[config.mk]
export PLATFORM = sky130hd
export DESIGN_NAME = dot_product_seq
export DESIGN_NICKNAME = d
export VERILOG_FILES = /design/src/rtl/dot_product_seq.sv
export SDC_FILE = /design/constraint.sdc
export NUM_CORES = 1
export LEC_CHECK = 0
export ABC_AREA = 1
export CAP_MARGIN = 25
export CORE_UTILIZATION = 42
export CTS_CLUSTER_SIZE = 10
export DETAILED_ROUTE_END_ITERATION = 8
export DONT_BUFFER_PORTS = 1
export HOLD_SLACK_MARGIN = 0.1
export PLACE_DENSITY = 0.67
export SYNTH_ARGS = -nofsm -noshare
export SYNTH_HDL_FRONTEND = slang
export SYNTH_SLANG_ARGS = --single-unit
[constraint.sdc]
create_clock -name clk -period 4.7 [get_ports clk]
set_input_delay 0.705 -clock clk [delete_from_list [all_inputs] [get_ports clk]]
set_output_delay 0.705 -clock clk [all_outputs]
set_load 0.005 [all_outputs]
[src/rtl/dot_product_seq.sv]
// rtl/dot_product_seq.sv - matrix-vector sequencer feeding a shared combinational dot_product
// Optional macro DOT_PRODUCT_SEQ_DPREG_EN inserts a register on dp_outp (adds EVAL2 state).
module dot_product_seq #(
    parameter int N  = 8,
    parameter int DW = 8,
    parameter int NB = 3,
    parameter int RW = 8
) (
    input  logic                  clk,
    input  logic                  rst,
    input  logic                  start,
    input  logic [RW-1:0]         num_rows,
    output logic                  busy,
    output logic                  done,
    input  logic                  vec_valid,
    output logic                  vec_ready,
    input  logic [N*DW-1:0]       vec_data,
    input  logic                  row_valid,
    output logic                  row_ready,
    input  logic [N*DW-1:0]       row_data,
    output logic [N*DW-1:0]       dp_inp1,
    output logic [N*DW-1:0]       dp_inp2,
    input  logic [2*DW+NB-1:0]    dp_outp,
    output logic                  res_valid,
    input  logic                  res_ready,
    output logic [2*DW+NB-1:0]    res_data,
    output logic [RW-1:0]         res_idx,
    output logic                  res_last
);
    localparam int VW = N * DW;
    localparam int OW = 2 * DW + NB;

    typedef enum logic [2:0] {
        S_IDLE,
        S_LOAD_VEC,
        S_ROW,
        S_EVAL,
        S_EVAL2,
        S_DRAIN
    } state_t;

    state_t          state_q, state_d;
    logic            busy_q, busy_d;
    logic            done_q, done_d;
    logic [RW-1:0]   num_rows_q, num_rows_d;
    logic [RW-1:0]   cnt_q, cnt_d;
    logic [VW-1:0]   dp_inp1_q, dp_inp1_d;
    logic [VW-1:0]   dp_inp2_q, dp_inp2_d;
    logic            res_valid_q, res_valid_d;
    logic [OW-1:0]   res_data_q, res_data_d;
    logic [RW-1:0]   res_idx_q, res_idx_d;
    logic            res_last_q, res_last_d;
`ifdef DOT_PRODUCT_SEQ_DPREG_EN
    logic [OW-1:0]   dpreg_q, dpreg_d;
`endif

    logic            res_xfer;
    logic            capture;
    logic            is_last;
    logic [OW-1:0]   cap_src;

    assign res_xfer  = res_valid_q && res_ready;
    assign is_last   = (cnt_q == num_rows_q - RW'(1));
    // A new row is only taken when its result will have a free output slot.
    assign row_ready = (state_q == S_ROW) && (!res_valid_q || res_ready);
    assign vec_ready = (state_q == S_LOAD_VEC);

`ifdef DOT_PRODUCT_SEQ_DPREG_EN
    assign cap_src = dpreg_q;
`else
    assign cap_src = dp_outp;
`endif

    always_comb begin
        state_d     = state_q;
        busy_d      = busy_q;
        done_d      = 1'b0;
        num_rows_d  = num_rows_q;
        cnt_d       = cnt_q;
        dp_inp1_d   = dp_inp1_q;
        dp_inp2_d   = dp_inp2_q;
        res_valid_d = res_xfer ? 1'b0 : res_valid_q;
        res_data_d  = res_data_q;
        res_idx_d   = res_idx_q;
        res_last_d  = res_last_q;
        capture     = 1'b0;
`ifdef DOT_PRODUCT_SEQ_DPREG_EN
        dpreg_d     = dpreg_q;
`endif
        case (state_q)
            S_IDLE: begin
                if (start) begin
                    if (num_rows != '0) begin
                        num_rows_d = num_rows;
                        busy_d     = 1'b1;
                        state_d    = S_LOAD_VEC;
                    end else begin
                        done_d = 1'b1;
                    end
                end
            end
            S_LOAD_VEC: begin
                if (vec_valid) begin
                    dp_inp2_d = vec_data;
                    cnt_d     = '0;
                    state_d   = S_ROW;
                end
            end
            S_ROW: begin
                if (row_valid && row_ready) begin
                    dp_inp1_d = row_data;
                    state_d   = S_EVAL;
                end
            end
            S_EVAL: begin
`ifdef DOT_PRODUCT_SEQ_DPREG_EN
                dpreg_d = dp_outp;
                state_d = S_EVAL2;
`else
                capture = 1'b1;
`endif
            end
            S_EVAL2: begin
`ifdef DOT_PRODUCT_SEQ_DPREG_EN
                capture = 1'b1;
`else
                state_d = S_IDLE;
`endif
            end
            S_DRAIN: begin
                if (res_xfer) begin
                    done_d  = 1'b1;
                    busy_d  = 1'b0;
                    state_d = S_IDLE;
                end
            end
            default: state_d = S_IDLE;
        endcase

        if (capture) begin
            res_data_d  = cap_src;
            res_idx_d   = cnt_q;
            res_last_d  = is_last;
            res_valid_d = 1'b1;
            if (is_last) begin
                state_d = S_DRAIN;
            end else begin
                cnt_d   = cnt_q + RW'(1);
                state_d = S_ROW;
            end
        end
    end

    always_ff @(posedge clk) begin
        if (rst) begin
            state_q     <= S_IDLE;
            busy_q      <= 1'b0;
            done_q      <= 1'b0;
            num_rows_q  <= '0;
            cnt_q       <= '0;
            dp_inp1_q   <= '0;
            dp_inp2_q   <= '0;
            res_valid_q <= 1'b0;
            res_data_q  <= '0;
            res_idx_q   <= '0;
            res_last_q  <= 1'b0;
`ifdef DOT_PRODUCT_SEQ_DPREG_EN
            dpreg_q     <= '0;
`endif
        end else begin
            state_q     <= state_d;
            busy_q      <= busy_d;
            done_q      <= done_d;
            num_rows_q  <= num_rows_d;
            cnt_q       <= cnt_d;
            dp_inp1_q   <= dp_inp1_d;
            dp_inp2_q   <= dp_inp2_d;
            res_valid_q <= res_valid_d;
            res_data_q  <= res_data_d;
            res_idx_q   <= res_idx_d;
            res_last_q  <= res_last_d;
`ifdef DOT_PRODUCT_SEQ_DPREG_EN
            dpreg_q     <= dpreg_d;
`endif
        end
    end

    assign busy      = busy_q;
    assign done      = done_q;
    assign dp_inp1   = dp_inp1_q;
    assign dp_inp2   = dp_inp2_q;
    assign res_valid = res_valid_q;
    assign res_data  = res_data_q;
    assign res_idx   = res_idx_q;
    assign res_last  = res_last_q;
endmodule

==> results.py <==
metrics = {
    "run_status": {
        "status": "finished clean",
    },
    "floorplan": {
        "chipHeight_um": 128.2,
        "initial_core_util_pct": 43.53,
        "design.die.area_um2": 16440,
        "boundaryPins": 322,
        "fp.coreArea_um2": 15370,
        "rows": 45,
        "die_w_um": 128.2,
    },
    "synthesis": {
        "ys.warnings.count": 0,
        "synth_fp_nets": 1064,
        "synth-async-reset-ratio_pct": 0,
        "syn_area_per_cell_um2": 7.427,
        "synth_top_area_share_pct": 53.25,
        "synth_cell_types": 25,
        "ys_top_cells_by_area": "dfxtp_1, nor2_1, o21ai_0, nand2_1, clkbuf_1",
        "synth_flop_cell": "dfxtp_1",
        "synth_edf_count": 0,
        "synth-seq-cells": 178,
        "yosys.area.top_type": "dfxtp_1",
        "syn-cell-area_um2": 6691,
        "ys_seq_area_share_pct": 53.25,
        "postSynthCellCount": 901,
    },
    "power_and_ir_drop": {
        "leakage_uw": 0.003121,
        "power.total_uw": 4407,
        "max-vdd-ir-drop_uv": 342.6,
        "powerDensity_nw_per_um2": 595.6,
    },
    "place": {
        "portBuffers": 0,
        "place.gp.congestion": 0.8395,
        "dpl.hpwl_mm": 12.30,
    },
    "sta": {
        "setup_viol": 0,
        "setup_tns_ps": 0,
        "layout_min_cycle_time_ps": 2036,
        "rsz0062_at_grt": "false",
        "hold_slack_ps": 351.9,
        "finalCritPeriodShare_pct": 43.31,
        "maxSlewViolCount": 0,
        "slew_headroom_pct": 46.76,
        "clock_skew_ps": 9.756,
        "fmax_mhz": 491.3,
        "worst_pin_slew_ps": 797.7,
        "hold_viol_final": 0,
    },
    "final_layout": {
        "finalNetCount": 1037,
        "nFillCells": 1532,
        "ff_latch_area_um2": 3563,
        "multiInputGateArea_um2": 2788,
        "drive_gt1_share_pct": 6.208,
        "post-route-util_pct": 48.14,
        "area_growth_pct": 10.58,
    },
    "route": {
        "ant_nets": 0,
        "totalWireLength_mm": 17.84,
        "first_pass_iters": 4,
        "drtIter0Drc": 300,
        "vias_per_cell": 5.056,
        "drc_errors": 0,
        "num_vias": 5552,
        "wire_per_inst_um": 16.25,
    },
    "clock_tree": {
        "htree_levels": 4,
        "clockBufferDepth": 2,
        "postCtsSetupRepairBufs": 0,
        "cts_buffers": 17,
        "cts_sinks": 178,
        "cts_tree": "done",
        "ctsResizeCount": 0,
        "worstSkewPairLatency_ps": 420,
        "cts-root-buf": "clkbuf_16",
        "clk_pin_slew_worst_paths_ps": 60,
        "holdBufCountCts": 0,
    },
    "global_routing": {
        "grt_max_degree": 96,
        "grt-ovfl-total": 0,
        "antenna_found_initial": 1,
        "grt_pass1_vias": 5000,
        "grt_pass1_wl_mm": 26.20,
        "grt_usage_pct": 20.64,
    },
    "hold_path": {
        "worstHoldPathType": "input port to register",
    },
    "critical_path": {
        "cp_max_fo": 4,
        "worstSetupPathType": "register to primary output",
        "critPathLaunchType": "register",
        "worst_ep_arrival_time_ps": 1330,
        "critPathRequiredTime_ps": 3990,
        "cp-end-kind": "primary output",
    },
    "run": {
        "drv_cap": 0,
    },
}
-- stage by stage --
step / std cells / area [um2] / worst slack [ps]
after floorplan: 901 / 6691 / 2963
after global placement: 1064 / 6785 / 2310
after detailed placement: 1065 / 6805 / 2276
after CTS: 1096 / 7377 / 2358
after global routing: 1098 / 7400 / 2517
final: 1098 / 7400 / 2664
-- cell usage in the layout (no fill, tap or decap), types with 2 or more instances in the layout --
| cell | netlist | layout |
|---|---|---|
| ha_1 | 2 | 2 |
| dfxtp_1 | 178 | 178 |
| buf_4 | 2 | 5 |
| o21a_1 | 3 | 3 |
| clkinv_4 | 0 | 3 |
| o21ai_0 | 166 | 166 |
| inv_2 | 4 | 4 |
| buf_12 | 0 | 2 |
| clkbuf_16 | 0 | 17 |
| xnor2_1 | 2 | 2 |
| xor2_1 | 8 | 8 |
| nand2_1 | 56 | 56 |
| inv_4 | 1 | 2 |
| clkinv_2 | 0 | 2 |
| nor3_1 | 2 | 2 |
| nand3_1 | 21 | 20 |
| nor2_2 | 8 | 8 |
| a21oi_1 | 14 | 14 |
| clkinvlp_4 | 0 | 2 |
| nor2_1 | 348 | 347 |
| inv_1 | 29 | 28 |
| clkbuf_8 | 0 | 3 |
-- where the power goes --
group	switching [uW]	internal, uW
sequential	280	1840
combinational	607	316
clock	587	776
total	1470	2930
-- final timing paths --
path	endpoint	from	slack, ps	cells after the start
worst min-delay path	res_valid	rst	350	1
worst max-delay path	row_ready	state_q[2]	2660	5
worst min register to register	dp_inp1[27]	dp_inp1[27]	500	2
worst max register to register	cnt_q[6]	num_rows_q[0]	2750	14
-- cell usage after synthesis (3+ instances only) --
cell type	instances
inv_2	4
a21oi_1	14
clkbuf_1	37
nand3_1	21
nor2_1	348
dfxtp_1	178
nand2_1	56
o21a_1	3
buf_2	13
inv_1	29
nor2_2	8
xor2_1	8
o21ai_0	166
-- cells by family (layout without fill, tap and decap cells) --
| group | Yosys count | in the layout | share of synthesized area, % |
|---|---|---|---|
| AOI/OAI and AO/OA | 184 | 184 | 13.91 |
| xor gates and xnor gates | 10 | 10 | 1.309 |
| other | 0 | 1 | 0 |
| DFF | 178 | 178 | 53.25 |
| buffers and inverters | 87 | 72 | 5.273 |
| and+or+nand+nor | 440 | 440 | 25.88 |
| adders and majority gates | 2 | 2 | 0.3739 |
-- sequential cells by signal, indices dropped and copies added, names as in the netlist --
name / count
dp_inp1: 64
dp_inp2: 64
res_data: 19
cnt_q: 8
num_rows_q: 8
res_idx: 8
state_q: 3
busy: 1
done: 1
res_last: 1
res_valid: 1
-- routing by layer --
layer  track usage (%)  up-vias  part of all wire [%]
li1                  -     2804                     -
met1             23.32     2509                    40
met4             8.443        0                   1.9
met2             34.75      222                    48
met5                 0        -                     0
met3             7.972       17                    10
-- area by class of cell --
| class | count | share of cell area (%) |
|---|---|---|
| clock inverters | 10 | 1.370 |
| repair buffers | 7 | 1.048 |
| clock buffers | 21 | 6.358 |
| diodes | 1 | 0.03382 |
| inverters | 34 | 1.792 |
| flip-flops and latches | 178 | 48.16 |
| multi-input cells | 636 | 37.67 |
| well taps | 211 | 3.568 |
-- worst max-delay path, cell delays in order, from the launching register on --
cell     delay (ps)
dfxtp_1         340
inv_1            70
nand2_1          80
nor2_1          260
nand2_1          90
inv_1            80
No activity file was read; power rests on OpenSTA's default activity.
